`config.mk`:
```
export PLATFORM = sky130hd
export DESIGN_NAME = load_store_unit
export DESIGN_NICKNAME = d
export VERILOG_FILES = /design/src/rtl/load_store_unit_pkg.sv /design/src/rtl/load_store_unit_atomic_alu.sv /design/src/rtl/load_store_unit.sv
export SDC_FILE = /design/constraint.sdc
export NUM_CORES = 1
export LEC_CHECK = 0
export CAP_MARGIN = 20
export CORE_UTILIZATION = 42
export CTS_BUF_LIST = sky130_fd_sc_hd__clkbuf_4 sky130_fd_sc_hd__clkbuf_8
export CTS_CLUSTER_SIZE = 16
export DETAILED_ROUTE_END_ITERATION = 12
export GPL_TIMING_DRIVEN = 0
export PLACE_DENSITY = 0.87
export RECOVER_POWER = 100
export SLEW_MARGIN = 20
export SYNTH_ARGS = -nofsm -noshare
export SYNTH_HDL_FRONTEND = slang
export SYNTH_SLANG_ARGS = --single-unit
```
`constraint.sdc`:
```
create_clock -name clk -period 2.1 [get_ports clk]
set_input_delay 0.315 -clock clk [delete_from_list [all_inputs] [get_ports clk]]
set_output_delay 0.315 -clock clk [all_outputs]
set_load 0.05 [all_outputs]
```
`src/rtl/load_store_unit_pkg.sv`:
```
// Shared types and helpers for the load/store unit: command/size/AMO encodings,
// FSM state constants, and byte-lane helpers for alignment, enables and extraction.
package load_store_unit_pkg;

    typedef enum logic [1:0] {
        CmdLoad       = 2'd0,
        CmdStore      = 2'd1,
        CmdAtomic     = 2'd2,
        CmdInvalidate = 2'd3
    } lsu_cmd_e;

    // Bit 2 marks unsigned loads; bits [1:0] carry the size.
    typedef enum logic [2:0] {
        LsByte  = 3'd0,
        LsHalf  = 3'd1,
        LsWord  = 3'd2,
        LsByteU = 3'd4,
        LsHalfU = 3'd5
    } lsu_type_e;

    typedef enum logic [3:0] {
        AmoLr   = 4'd0,
        AmoSc   = 4'd1,
        AmoSwap = 4'd2,
        AmoAdd  = 4'd3,
        AmoXor  = 4'd4,
        AmoAnd  = 4'd5,
        AmoOr   = 4'd6,
        AmoMin  = 4'd7,
        AmoMax  = 4'd8,
        AmoMinu = 4'd9,
        AmoMaxu = 4'd10
    } lsu_amo_e;

    localparam logic [1:0] StIdle  = 2'd0;
    localparam logic [1:0] StRead  = 2'd1;
    localparam logic [1:0] StWrite = 2'd2;
    localparam logic [1:0] StDone  = 2'd3;

    // 0 = byte, 1 = half, 2 = word
    function automatic logic [1:0] lsu_size(input lsu_type_e t);
        case (t)
            LsByte, LsByteU: return 2'd0;
            LsHalf, LsHalfU: return 2'd1;
            default:         return 2'd2;
        endcase
    endfunction

    function automatic logic lsu_misaligned(input lsu_cmd_e cmd, input lsu_type_e t,
                                            input logic [1:0] off);
        case (cmd)
            CmdAtomic:     return off != 2'b00;
            CmdInvalidate: return 1'b0;
            default: begin
                case (lsu_size(t))
                    2'd0:    return 1'b0;
                    2'd1:    return off[0];
                    default: return off != 2'b00;
                endcase
            end
        endcase
    endfunction

    function automatic logic [3:0] lsu_byte_enable(input lsu_type_e t, input logic [1:0] off);
        case (lsu_size(t))
            2'd0:    return 4'b0001 << off;
            2'd1:    return 4'b0011 << off;
            default: return 4'b1111;
        endcase
    endfunction

    // Replicate narrow data across the word so every lane carries it.
    function automatic logic [31:0] lsu_store_data(input lsu_type_e t, input logic [31:0] v);
        case (lsu_size(t))
            2'd0:    return {4{v[7:0]}};
            2'd1:    return {2{v[15:0]}};
            default: return v;
        endcase
    endfunction

    function automatic logic [31:0] lsu_extract(input lsu_type_e t, input logic [1:0] off,
                                                input logic [31:0] d);
        logic [31:0] sh;
        sh = d >> {off, 3'b000};
        case (t)
            LsByte:  return {{24{sh[7]}}, sh[7:0]};
            LsByteU: return {24'b0, sh[7:0]};
            LsHalf:  return {{16{sh[15]}}, sh[15:0]};
            LsHalfU: return {16'b0, sh[15:0]};
            default: return sh;
        endcase
    endfunction

endpackage

```
`src/rtl/load_store_unit_atomic_alu.sv`:
```
// Combinational AMO datapath: new memory word from the old word and the operand.
// Only present when LSU_ATOMIC_EN is defined.
`ifdef LSU_ATOMIC_EN
module load_store_unit_atomic_alu
    import load_store_unit_pkg::*;
(
    input  logic [31:0] old_i,
    input  logic [31:0] operand_i,
    input  lsu_amo_e    atomic_type_i,
    output logic [31:0] new_o
);

    // Select the read-modify-write result
    always_comb begin
        new_o = operand_i;
        case (atomic_type_i)
            AmoAdd:  new_o = old_i + operand_i;
            AmoXor:  new_o = old_i ^ operand_i;
            AmoAnd:  new_o = old_i & operand_i;
            AmoOr:   new_o = old_i | operand_i;
            AmoMin:  new_o = ($signed(old_i) < $signed(operand_i)) ? old_i : operand_i;
            AmoMax:  new_o = ($signed(old_i) > $signed(operand_i)) ? old_i : operand_i;
            AmoMinu: new_o = (old_i < operand_i) ? old_i : operand_i;
            AmoMaxu: new_o = (old_i > operand_i) ? old_i : operand_i;
            default: new_o = operand_i;
        endcase
    end

endmodule
`endif

```
`src/rtl/load_store_unit.sv`:
```
// Load/store unit: one command at a time, word-aligned D-side bus accesses, done/fault/result.
// Define LSU_ATOMIC_EN to enable LR/SC reservations and AMOs; otherwise Atomic faults.
module load_store_unit
    import load_store_unit_pkg::*;
#(
    parameter int unsigned TIMEOUT_CYCLES = 255
) (
    input  logic        clk,
    input  logic        rstn,
    input  logic        enable,
    input  lsu_cmd_e    command,
    input  lsu_type_e   loadStoreType,
    input  lsu_amo_e    atomicType,
    input  logic        invalidateTlb,
    input  logic [31:0] addr,
    input  logic [31:0] storeRegValue,
    output logic        done,
    output logic        fault,
    output logic [31:0] result,
    output logic        memReq,
    output logic        memWrite,
    output logic [31:0] memAddr,
    output logic [3:0]  memByteEnable,
    output logic [31:0] memWriteValue,
    input  logic        memReady,
    input  logic [31:0] memReadValue,
    input  logic        memError
);

    localparam int unsigned CntW = (TIMEOUT_CYCLES > 1) ? $clog2(TIMEOUT_CYCLES + 1) : 1;
    localparam logic [CntW-1:0] TimeoutVal = CntW'(TIMEOUT_CYCLES);

    logic [1:0]      state_q, state_d;
    lsu_type_e       ls_type_q, ls_type_d;
    logic [31:0]     addr_q, addr_d;
    logic [3:0]      be_q, be_d;
    logic [31:0]     wdata_q, wdata_d;
    logic [31:0]     pend_q, pend_d;   // result reported after the write phase
    logic [CntW-1:0] cnt_q, cnt_d;
    logic            fault_q, fault_d;
    logic [31:0]     result_q, result_d;
    logic [CntW-1:0] cnt_inc;
    logic            timeout_hit;

`ifdef LSU_ATOMIC_EN
    logic            atomic_q, atomic_d;
    lsu_amo_e        amo_q, amo_d;
    logic            resv_valid_q, resv_valid_d;
    logic [29:0]     resv_addr_q, resv_addr_d;
    logic [31:0]     amo_new;
    logic            resv_hit;

    assign resv_hit = resv_valid_q && (resv_addr_q == addr[31:2]);

    load_store_unit_atomic_alu u_atomic_alu (
        .old_i         (memReadValue),
        .operand_i     (wdata_q),
        .atomic_type_i (amo_q),
        .new_o         (amo_new)
    );
`else
    logic unused_atomic;
    assign unused_atomic = ^{atomicType, invalidateTlb};
`endif

    assign cnt_inc     = cnt_q + CntW'(1);
    assign timeout_hit = (TIMEOUT_CYCLES != 0) && (cnt_inc == TimeoutVal);

    // Next-state: accept, bus phases, timeout and completion bookkeeping
    always_comb begin
        state_d   = state_q;
        ls_type_d = ls_type_q;
        addr_d    = addr_q;
        be_d      = be_q;
        wdata_d   = wdata_q;
        pend_d    = pend_q;
        cnt_d     = cnt_q;
        fault_d   = fault_q;
        result_d  = result_q;
`ifdef LSU_ATOMIC_EN
        atomic_d     = atomic_q;
        amo_d        = amo_q;
        resv_valid_d = resv_valid_q;
        resv_addr_d  = resv_addr_q;
`endif
        unique case (state_q)
            StIdle: begin
                if (enable) begin
                    ls_type_d = loadStoreType;
                    addr_d    = addr;
                    be_d      = lsu_byte_enable(loadStoreType, addr[1:0]);
                    wdata_d   = lsu_store_data(loadStoreType, storeRegValue);
                    pend_d    = '0;
                    cnt_d     = '0;
                    fault_d   = 1'b0;
`ifdef LSU_ATOMIC_EN
                    atomic_d  = (command == CmdAtomic);
                    amo_d     = atomicType;
`endif
                    if (lsu_misaligned(command, loadStoreType, addr[1:0])) begin
                        state_d  = StDone;
                        fault_d  = 1'b1;
                        result_d = '0;
                    end else begin
                        unique case (command)
                            CmdLoad: state_d = StRead;
                            CmdStore: begin
                                state_d = StWrite;
`ifdef LSU_ATOMIC_EN
                                if (resv_hit) resv_valid_d = 1'b0;
`endif
                            end
                            CmdInvalidate: begin
                                state_d  = StDone;
                                result_d = '0;
`ifdef LSU_ATOMIC_EN
                                if (invalidateTlb) resv_valid_d = 1'b0;
`endif
                            end
                            CmdAtomic: begin
`ifdef LSU_ATOMIC_EN
                                be_d    = 4'hF;
                                wdata_d = storeRegValue;
                                if (atomicType == AmoSc) begin
                                    resv_valid_d = 1'b0;
                                    if (resv_hit) begin
                                        state_d = StWrite;
                                    end else begin
                                        state_d  = StDone;
                                        result_d = 32'd1;
                                    end
                                end else begin
                                    state_d = StRead;
                                end
`else
                                state_d  = StDone;
                                fault_d  = 1'b1;
                                result_d = '0;
`endif
                            end
                            default: ;
                        endcase
                    end
                end
            end
            StRead: begin
                if (memReady) begin
                    if (memError) begin
                        state_d  = StDone;
                        fault_d  = 1'b1;
                        result_d = '0;
`ifdef LSU_ATOMIC_EN
                    end else if (atomic_q && (amo_q != AmoLr)) begin
                        pend_d  = memReadValue;
                        wdata_d = amo_new;
                        state_d = StWrite;
                    end else if (atomic_q) begin
                        state_d      = StDone;
                        result_d     = memReadValue;
                        resv_valid_d = 1'b1;
                        resv_addr_d  = addr_q[31:2];
`endif
                    end else begin
                        state_d  = StDone;
                        result_d = lsu_extract(ls_type_q, addr_q[1:0], memReadValue);
                    end
                end else begin
                    cnt_d = cnt_inc;
                    if (timeout_hit) begin
                        state_d  = StDone;
                        fault_d  = 1'b1;
                        result_d = '0;
                    end
                end
            end
            StWrite: begin
                if (memReady) begin
                    state_d  = StDone;
                    fault_d  = memError;
                    result_d = memError ? '0 : pend_q;
                end else begin
                    cnt_d = cnt_inc;
                    if (timeout_hit) begin
                        state_d  = StDone;
                        fault_d  = 1'b1;
                        result_d = '0;
                    end
                end
            end
            StDone:  state_d = StIdle;
            default: state_d = StIdle;
        endcase
    end

    // State registers with synchronous active-low reset
    always_ff @(posedge clk) begin
        if (!rstn) begin
            state_q   <= StIdle;
            ls_type_q <= LsByte;
            addr_q    <= '0;
            be_q      <= '0;
            wdata_q   <= '0;
            pend_q    <= '0;
            cnt_q     <= '0;
            fault_q   <= 1'b0;
            result_q  <= '0;
`ifdef LSU_ATOMIC_EN
            atomic_q     <= 1'b0;
            amo_q        <= AmoLr;
            resv_valid_q <= 1'b0;
            resv_addr_q  <= '0;
`endif
        end else begin
            state_q   <= state_d;
            ls_type_q <= ls_type_d;
            addr_q    <= addr_d;
            be_q      <= be_d;
            wdata_q   <= wdata_d;
            pend_q    <= pend_d;
            cnt_q     <= cnt_d;
            fault_q   <= fault_d;
            result_q  <= result_d;
`ifdef LSU_ATOMIC_EN
            atomic_q     <= atomic_d;
            amo_q        <= amo_d;
            resv_valid_q <= resv_valid_d;
            resv_addr_q  <= resv_addr_d;
`endif
        end
    end

    assign done          = (state_q == StDone);
    assign fault         = done && fault_q;
    assign result        = result_q;
    assign memReq        = (state_q == StRead) || (state_q == StWrite);
    assign memWrite      = (state_q == StWrite);
    assign memAddr       = {addr_q[31:2], 2'b00};
    assign memByteEnable = memWrite ? be_q : 4'b0000;
    assign memWriteValue = wdata_q;

endmodule
```
==> impl_metrics.toml <==
[route]
final_antenna_net_count = 0
wire_per_inst_microns = 17.6
wl_met2_microns = 9550
wl_microns = 20100
drt_iter0_drc = 460
top_layer_used = "met4"
drt-vias-per-instance = 5.61
vias = 6368
route.detailed.drc = 0
drtPass1Iterations = 7
met1_length_microns = 7770
wl_met3_microns = 1990

[clock_network]
ctsHoldBuffers = 0
clock_sinks = 114
cts_tree = "done"
ctsHtreeMaxLevel = 4
clkLatencyLatePin_ns = 0.44
path_clk_slew_ns = 0.07
cts_buffers = 17
clockBufferDepth = 2
clockRootBuffer = "clkbuf_8"

[floorplan]
die_h_microns = 120
num_io_pins = 215
rows = 42
core_area_sq_mm = 0.0134
die_w_microns = 120
start_util_pct = 43.6
dieArea_sq_mm = 0.0144

[power_and_ir_drop]
p_total_w = 0.00904
p_leak_nw = 3.39
p_per_area_mw_per_mm2 = 1020
ir_drop_mv = 0.721

[yosys]
synth_edf_count = 0
syn_inst = 712
avgSynthCellArea_sq_um = 8.20
synthTopCellsByCount = "139 x nand2_1, 114 x dfxtp_1, 86 x a21oi_1, 62 x o21ai_0, 36 x buf_4"
synth_ff_type = "dfxtp_1"
yosysMostFrequentCell = "nand2_1"
yosysWarningCount = 0
yosysSeqAreaShare_pct = 39.1
synth_cell_type_count = 59
synth_area_sq_mm = 0.00584
ys_seq_elements = 114
synthArstFlopShare_pct = 0
yosys-top-cells-area = "dfxtp_1 39%, nand2_1 8.9%, a21oi_1 7.4%"
synth.top_cell.area_share_pct = 39.1
yosys.area.top_type = "dfxtp_1"

[global_route]
grt_util_all_layers_pct = 27.2
grt_pass1_vias = 5915
grt_overflow = 0
grt_pass1_wl_microns = 30200
grt_start_max_net_pins = 17
antenna_found_initial = 0

[sta]
whs_ns = 0.415
min_period_ns = 2.10
fin_skew_ns = 0.00930
period_share_pct = 99.9
drv_slew = 0
worst_slew_pin_slew_ns = 0.707
setup-violations-final = 0
hold_violations = 0
rsz0062_at_grt = "yes"
max_freq_mhz = 477
max_slew_margin_pct = 52.5

[worst_setup_path]
critical_path_required_ns = 2.41
critPathMaxFanout = 10
end_kind = "flip-flop"
setup.worst_path.start_class = "flip-flop"
worstPathArrival_ns = 2.41
path_class = "flip-flop to flip-flop"

[final_layout]
area_growth_syn_to_layout_pct = 51.1
diodes = 0
drive_gt1_share_pct = 16.6
finalNetCount = 1065
fillers = 1096

[flow_run]
cap_violations = 0

[run_status]
status = "finished clean"

[placement]
place_congestion = 0.923
io_buffers = 207
dp_hpwl_microns = 14400

[hold_path]
hold_path_class = "input pin to flip-flop"
[layout by cell type (no fill, tap or decap), types with 5 or more instances in the layout]
cell type        instances
clkdlybuf4s50_1        142
nand2_1                139
dfxtp_1                109
a21oi_1                 86
o21ai_0                 61
dlygate4sd3_1           57
buf_4                   43
nor2_1                  33
mux2i_1                 26
clkbuf_1                23
clkbuf_8                23
a211oi_1                22
mux2_2                  15
nand3_1                 14
o2bb2ai_2               10
a311oi_1                10
inv_1                    9
buf_1                    7
nand4b_1                 7
o2bb2ai_1                7
and2_1                   5
buf_6                    5
clkdlybuf4s15_2          5
[logic make-up after synthesis]
logic type,Yosys count,synth area share [%]
AOI/OAI and AO/OA,224,25.2
buffers and inverters,93,8.64
adders and majority gates,7,1.50
muxes,42,7.74
and+or+nand+nor,231,17.8
other,1,0.0642
DFF,114,39.1
[sequential cells by signal, summed over array words and instances (netlist names)]
name / cells
addr_q: 32
memWriteValue: 32
result: 32
cnt_q: 8
fault_q: 1
ls_type_q: 3
be_q: 4
state_q: 2
[report_power, final]
part           internal, W  switching, W
sequential         0.00250      0.000227
clock              0.00125      0.000923
combinational      0.00150       0.00264
total              0.00525       0.00379
[worst max-delay path: stages (launching register included)]
cell	delay, ns
dfxtp_4	0.39
ha_4	0.19
buf_4	0.14
a21oi_1	0.11
o21bai_1	0.11
a221o_2	0.40
a211oi_4	0.36
buf_6	0.19
a211oi_1	0.09
[final cells by class]
| cell class | count | area (sq um) | share of cell area, % |
|---|---|---|---|
| inverters | 11 | 41.3 | 0.468 |
| plain buffers | 80 | 495 | 5.62 |
| clock buffers | 24 | 324 | 3.67 |
| multi-input cells | 506 | 3180 | 36.0 |
| flip-flops and latches | 114 | 2290 | 26.0 |
| well taps | 176 | 220 | 2.50 |
| clock inverters | 8 | 98.8 | 1.12 |
| repair buffers | 217 | 2170 | 24.6 |
[routing by layer]
| layer | GRT usage (%) | vias to the layer above |
|---|---|---|
| li1 | - | 2957 |
| met1 | 30.9 | 2976 |
| met2 | 46.3 | 368 |
| met3 | 8.37 | 67 |
| met4 | 12.7 | 0 |
| met5 | 0 | - |
[stage by stage]
step / area (sq um) / instances / worst slack, ns / TNS (ns) / util (%)
final: 8820 / 1136 / 0.00280 / 0 / 65.8
after CTS: 8640 / 1128 / -0.000128 / -0.000128 / 64.5
after global placement: 8150 / 1096 / -0.544 / -23.40 / 60.8
after global routing: 8820 / 1136 / -0.0514 / -0.535 / 65.8
after floorplan: 5860 / 713 / 0.0174 / 0 / -
after detailed placement: 8150 / 1096 / -0.579 / -24.78 / 60.8
[path summary, 6_finish.rpt]
path | from | endpoint | slack [ns] | depth (start not counted)
worst min-delay path | addr[10] | addr_q[10]$_SDFFE_PN0P_ | 0.41 | 3
worst min register to register | memWriteValue[28]$_SDFFE_PN0P_ | memWriteValue[28]$_SDFFE_PN0P_ | 0.45 | 2
worst max register to register | cnt_q[1]$_SDFFE_PN0P_ | result[18]$_SDFFE_PN0P_ | 0.003 | 8
worst max-delay path | cnt_q[1]$_SDFFE_PN0P_ | result[18]$_SDFFE_PN0P_ | 0.003 | 8
[what timing repair did]
item	in CTS	in global routing
pin swaps	3	7
setup buffers	1	8
gates cloned	0	1
setup endpoints to repair	71	86
resized for setup	38	36
No activity file was read; power rests on OpenSTA's default activity.
